[src/rtl/idli_sqi_pkg.sv]
// Shared types and constants for the idli SQI arbiter: FSM state encoding,
// serial command bytes and per-phase nibble counts.
package idli_sqi_pkg;

  typedef enum logic [2:0] {
    IDLE,
    CMD,
    ADDR,
    DUMMY,
    DATA,
    DONE
  } state_t;

  localparam logic [7:0] CMD_READ  = 8'h03;
  localparam logic [7:0] CMD_WRITE = 8'h02;

  localparam int CMD_NIBBLES  = 2;
  localparam int ADDR_NIBBLES = 4;
  localparam int DATA_NIBBLES = 4;

  // Counter value of the final nibble in each fixed-length phase
  localparam logic [3:0] CMD_LAST  = 4'(CMD_NIBBLES - 1);
  localparam logic [3:0] ADDR_LAST = 4'(ADDR_NIBBLES - 1);
  localparam logic [3:0] DATA_LAST = 4'(DATA_NIBBLES - 1);

endpackage

[src/rtl/idli_sqi_shift.sv]
// 16-bit nibble shift register. Parallel load has priority over shift; a
// shift moves the top nibble out and brings shift_in into the bottom.
module idli_sqi_shift (
  input  logic        clk,
  input  logic        rst,
  input  logic        load,
  input  logic [15:0] load_val,
  input  logic        shift,
  input  logic [3:0]  shift_in,
  output logic [15:0] q
);

  logic [15:0] q_reg;

  // Load or shift one nibble per enabled cycle
  always_ff @(posedge clk) begin
    if (rst) begin
      q_reg <= 16'h0000;
    end else if (load) begin
      q_reg <= load_val;
    end else if (shift) begin
      q_reg <= {q_reg[11:0], shift_in};
    end
  end

  assign q = q_reg;

endmodule

[src/rtl/idli_sqi_arb.sv]
// Two-requester (fetch / data) arbiter in front of a quad-SPI memory.
// Round-robin grant, then CMD, ADDR, optional DUMMY and DATA nibble phases at
// two clocks per nibble, and a one-cycle ack in DONE.
// Build option: IDLI_SQI_ARB_WRITE_EN enables store transactions; without it
// data_we is ignored and every data request is a read.
module idli_sqi_arb #(
  parameter int DUMMY_NIBBLES = 2
) (
  input  logic        clk,
  input  logic        rst,
  input  logic        fetch_req,
  input  logic [15:0] fetch_addr,
  output logic        fetch_ack,
  input  logic        data_req,
  input  logic        data_we,
  input  logic [15:0] data_addr,
  input  logic [15:0] data_wdata,
  output logic        data_ack,
  output logic [15:0] rdata,
  output logic        sqi_sck,
  output logic        sqi_cs,
  output logic [3:0]  sqi_sio_out,
  output logic [3:0]  sqi_sio_oe,
  input  logic [3:0]  sqi_sio_in
);
  import idli_sqi_pkg::*;

  localparam bit         HAS_DUMMY  = (DUMMY_NIBBLES > 0);
  localparam logic [3:0] DUMMY_LAST = 4'(DUMMY_NIBBLES - 1);

  state_t      state_reg, state_next;
  logic        phase_reg;
  logic [3:0]  cnt_reg;
  logic [15:0] addr_reg, wdata_reg;
  logic        we_reg, gnt_data_reg, last_data_reg;

  logic        any_req, grant_fetch, grant_data, data_we_eff, last_nib, active;
  logic        sh_load, sh_shift;
  logic [15:0] sh_load_val, sh_q;

`ifdef IDLI_SQI_ARB_WRITE_EN
  assign data_we_eff = data_we;
`else
  logic unused_data_we;
  assign unused_data_we = data_we;
  assign data_we_eff    = 1'b0;
`endif

  // Round-robin: on a tie the requester not granted last wins
  always_comb begin
    any_req     = fetch_req | data_req;
    grant_fetch = fetch_req & (~data_req | last_data_reg);
    grant_data  = data_req & ~grant_fetch;
  end

  // Flag the final nibble of the current phase
  always_comb begin
    last_nib = 1'b0;
    case (state_reg)
      CMD:     last_nib = (cnt_reg == CMD_LAST);
      ADDR:    last_nib = (cnt_reg == ADDR_LAST);
      DUMMY:   last_nib = (cnt_reg == DUMMY_LAST);
      DATA:    last_nib = (cnt_reg == DATA_LAST);
      default: last_nib = 1'b0;
    endcase
  end

  // FSM state register
  always_ff @(posedge clk) begin
    if (rst) begin
      state_reg <= IDLE;
    end else begin
      state_reg <= state_next;
    end
  end

  // FSM next state: advance at the end of phase 1 of a phase's last nibble
  always_comb begin
    state_next = state_reg;
    case (state_reg)
      IDLE:  if (any_req) state_next = CMD;
      CMD:   if (phase_reg && last_nib) state_next = ADDR;
      ADDR:  if (phase_reg && last_nib) state_next = (we_reg || !HAS_DUMMY) ? DATA : DUMMY;
      DUMMY: if (phase_reg && last_nib) state_next = DATA;
      DATA:  if (phase_reg && last_nib) state_next = DONE;
      DONE:  state_next = IDLE;
      default: state_next = IDLE;
    endcase
  end

  // Nibble timing and request latches captured at grant
  always_ff @(posedge clk) begin
    if (rst) begin
      phase_reg     <= 1'b0;
      cnt_reg       <= 4'd0;
      addr_reg      <= 16'h0000;
      wdata_reg     <= 16'h0000;
      we_reg        <= 1'b0;
      gnt_data_reg  <= 1'b0;
      last_data_reg <= 1'b1;
    end else if (state_reg == IDLE || state_reg == DONE) begin
      phase_reg <= 1'b0;
      cnt_reg   <= 4'd0;
      if (state_reg == IDLE && any_req) begin
        addr_reg      <= grant_data ? data_addr : fetch_addr;
        wdata_reg     <= data_wdata;
        we_reg        <= grant_data & data_we_eff;
        gnt_data_reg  <= grant_data;
        last_data_reg <= grant_data;
      end
    end else begin
      phase_reg <= ~phase_reg;
      if (phase_reg) begin
        cnt_reg <= last_nib ? 4'd0 : cnt_reg + 4'd1;
      end
    end
  end

  // Shift register control: command at grant, then address, then write data
  always_comb begin
    sh_load     = 1'b0;
    sh_shift    = 1'b0;
    sh_load_val = 16'h0000;
    case (state_reg)
      IDLE: begin
        if (any_req) begin
          sh_load     = 1'b1;
          sh_load_val = {(grant_data && data_we_eff) ? CMD_WRITE : CMD_READ, 8'h00};
        end
      end
      CMD: begin
        if (phase_reg && last_nib) begin
          sh_load     = 1'b1;
          sh_load_val = addr_reg;
        end else begin
          sh_shift = phase_reg;
        end
      end
      ADDR: begin
        if (phase_reg && last_nib && we_reg) begin
          sh_load     = 1'b1;
          sh_load_val = wdata_reg;
        end else begin
          sh_shift = phase_reg;
        end
      end
      DUMMY, DATA: sh_shift = phase_reg;
      default: ;
    endcase
  end

  idli_sqi_shift u_shift (
    .clk      (clk),
    .rst      (rst),
    .load     (sh_load),
    .load_val (sh_load_val),
    .shift    (sh_shift),
    .shift_in (sqi_sio_in),
    .q        (sh_q)
  );

  // FSM outputs: bus pins, acks and read word
  always_comb begin
    active      = (state_reg == CMD) || (state_reg == ADDR) ||
                  (state_reg == DUMMY) || (state_reg == DATA);
    sqi_cs      = ~active;
    sqi_sck     = active & phase_reg;
    sqi_sio_oe  = ((state_reg == CMD) || (state_reg == ADDR) ||
                   ((state_reg == DATA) && we_reg)) ? 4'hF : 4'h0;
    sqi_sio_out = (sqi_sio_oe == 4'hF) ? sh_q[15:12] : 4'h0;
    fetch_ack   = (state_reg == DONE) & ~gnt_data_reg;
    data_ack    = (state_reg == DONE) & gnt_data_reg;
    rdata       = (state_reg == DONE) ? sh_q : 16'h0000;
  end

endmodule

[config.mk]
export PLATFORM = sky130hd
export DESIGN_NAME = idli_sqi_arb
export DESIGN_NICKNAME = d
export VERILOG_FILES = /design/src/rtl/idli_sqi_pkg.sv /design/src/rtl/idli_sqi_shift.sv /design/src/rtl/idli_sqi_arb.sv
export SDC_FILE = /design/constraint.sdc
export NUM_CORES = 1
export LEC_CHECK = 0
export ABC_AREA = 1
export CAP_MARGIN = 10
export CORE_MARGIN = 2
export CORE_UTILIZATION = 48
export CTS_BUF_LIST = sky130_fd_sc_hd__clkbuf_16
export DETAILED_ROUTE_END_ITERATION = 12
export PLACE_DENSITY = 0.95
export SYNTH_ARGS = -nofsm -noshare
export SYNTH_HDL_FRONTEND = slang
export SYNTH_SLANG_ARGS = --single-unit
[constraint.sdc]
create_clock -name clk -period 2.9 [get_ports clk]
set_clock_uncertainty 0.2 [all_clocks]
set_input_delay 0.435 -clock clk [delete_from_list [all_inputs] [get_ports clk]]
set_output_delay 0.435 -clock clk [all_outputs]
set_load 0.01 [all_outputs]
==> qor.yml <==
timing:
  tns_ps: 0
  relSlewSlack_pct: 59.2
  worstMarginPinSlew_ps: 608
  fmax_mhz: 363
  hold_violations: 0
  worst_slack_ps: 145
  rsz0062_at_grt: "no"
  final_max_slew_viol_count: 0
  fin_crit_sh_pct: 95.0
  whs_ps: 278
  period_needed_ps: 2760
  setup_viol: 0
logic_synthesis:
  ys_ff_latch: 42
  synthCells: 345
  synth_area_mm2: 0.00225
  yosys.area.top_type: "dfxtp_1"
  syn_avg_cell_area_um2: 6.52
  syn_nets: 403
  ys_types: 28
  synthTopCellsByArea: "dfxtp_1 37%, nor2_1 13%, nand2_1 11%"
  synth.top_cell.area_share_pct: 37.4
  synth.yosys.seq_area_share_pct: 37.4
  synth_warnings: 0
final_layout:
  fin_cells: 461
  diodes: 0
  final_area_mm2: 0.00308
  area_delta_synth_final_pct: 36.9
  fillers: 354
  fin_util_pct: 69.3
  drive_gt1_share_pct: 5.87
  final_cell_mix: "80 x nor2_1, 68 x nand2_1, 67 x clkdlybuf4s50_1"
  final_nets: 467
  final_common_cell: "nor2_1"
drt:
  wirelength_um: 6170
  avgViaCountPerCell: 5.28
  drc: 0
  wl_per_cell_um: 13.4
  dr.first_iter.drc_count: 249
  dr.pass1.iters: 5
  ant_nets: 0
  vias: 2434
worst_hold_path:
  hold_depth: 2
  hold_start: "addr_reg[14]"
  hold_class: "reg2reg"
  whs_endpoint: "addr_reg[14]"
cts:
  cts_sinks: 42
  cts_setup_buffers: 0
  cts_tree: "yes"
  hold_buffers: 0
  path_clk_slew_ps: 60
  cts_buffer_depth: 2
  clk_latency_ps: 280
  cts_htree_levels: 2
  cts_root_buf: "clkbuf_16"
  numCtsBuffers: 5
worst_setup_path:
  cp-start-kind: "flop"
  worstReg2RegEnd: "u_shift.q[4]"
  r2r_start: "state_reg[2]"
  worstPathRequired_ps: 2270
  worst_r2r_path_depth: 11
  ff2ff_setup_slack_ps: 590
  end_kind: "primary output"
  critPathMaxFanout: 12
  cp-startpoint: "state_reg[2]"
  critPathArrivalTime_ps: 2120
  path_class: "reg2out"
global_route:
  first_global_vias: 2219
  grt.overflow.total: 0
  antenna_found_initial: 0
  grt_max_degree: 20
  grt_util_all_layers_pct: 24.2
  grt_first_pass_wirelength_um: 9920
die:
  coreArea_mm2: 0.00444
  die-area_mm2: 0.00525
  fp.dieW_um: 72.5
  rows: 24
  die_y_um: 72.5
  start_util_pct: 50.6
  io_pins: 85
placed_design:
  finalWeightedCongestion: 0.866
  place_inst: 454
  portBuffers: 67
  detailedPlace.worstSlack_ps: 243
  hpwl_um: 4440
  dpl_cell_area_mm2: 0.00294
power_and_ir_drop:
  power_mw: 2.68
  power_per_cell_area_mw_per_mm2: 869
  p_leak_nw: 1.29
  ir_worst_vdd_v: 0.000445
run_status:
  status: "completed"
run:
  drv_cap: 0
[Yosys cell counts]
cell and number:
nand4_1 4, clkinv_1 2, a21boi_4 1, buf_6 1, dfxtp_1 42, ha_1 1, buf_2 4, nand2_1 68
inv_2 1, clkbuf_1 5, nand2_2 3, nand4_4 1, or2_2 1, buf_1 2, xnor2_1 1, a221oi_1 14
nor3_1 2, xor2_1 1, a21oi_1 34, and3_1 1, inv_1 46, nand2_4 1, o21ai_0 7, nor2_1 80
buf_4 4, nand3_2 2, nand3_1 15, nor2_4 1
[metal layers]
metal / up-vias / wire length [um] / global-route usage [%]
met5: - / 0 / 0
met4: 0 / 155 / 10.5
met3: 13 / 340 / 4.58
met2: 85 / 3080 / 40.5
met1: 1112 / 2600 / 30.5
li1: 1224 / - / -
[area by class of cell]
cell class	instances	area (um^2)	area share [%]
Clock buffer	5	125	4.06
Clock inverter	2	7.51	0.244
Multi-Input combinational cell	238	1140	37.1
Inverter	49	184	5.97
Tap cell	52	65.1	2.11
Timing Repair Buffer	73	716	23.2
Sequential cell	42	841	27.3
[power breakdown]
| group | switching [mW] | total [mW] | internal, mW |
|---|---|---|---|
| Clock | 0.210 | 0.517 | 0.307 |
| Combinational | 0.801 | 1.30 | 0.497 |
| Sequential | 0.0864 | 0.862 | 0.775 |
| Total | 1.10 | 2.68 | 1.58 |
[cells by family (layout without fill, tap and decap cells)]
family                     after synthesis  in the layout  share of synthesized area, %
xor gates and xnor gates                 2              2                         0.779
and+or+nand+nor                        179            179                          33.8
adders and majority gates                1              1                         0.556
AOI/OAI and AO/OA                       56             56                          15.4
buffers and inverters                   65            129                          12.1
DFF                                     42             42                          37.4
[how the worst max path moves through the flow]
| stage | depth (start not counted) | slack [ps] | endpoint |
|---|---|---|---|
| after CTS | 6 | 70 | rdata[13] |
| after global placement | 6 | 300 | sqi_sio_out[0] |
| after detailed placement | 6 | 240 | sqi_sio_out[2] |
| final | 6 | 140 | rdata[11] |
| after floorplan | 5 | 780 | sqi_sio_out[0] |
| after global routing | 6 | 20 | rdata[8] |
[critical path, cell delays in order (launching register included)]
cell and delay, ps:
dfxtp_1 460, inv_1 190, nor2_1 240, inv_2 110, buf_4 190, nor2_1 100, clkdlybuf4s50_1 550
[what timing repair did]
action                                  4_1_cts  5_1_grt
endpoints found under the setup margin        4       14
pin swaps                                     0        0
resized for setup                             1        2
Power figures use the tool's default switching activity.
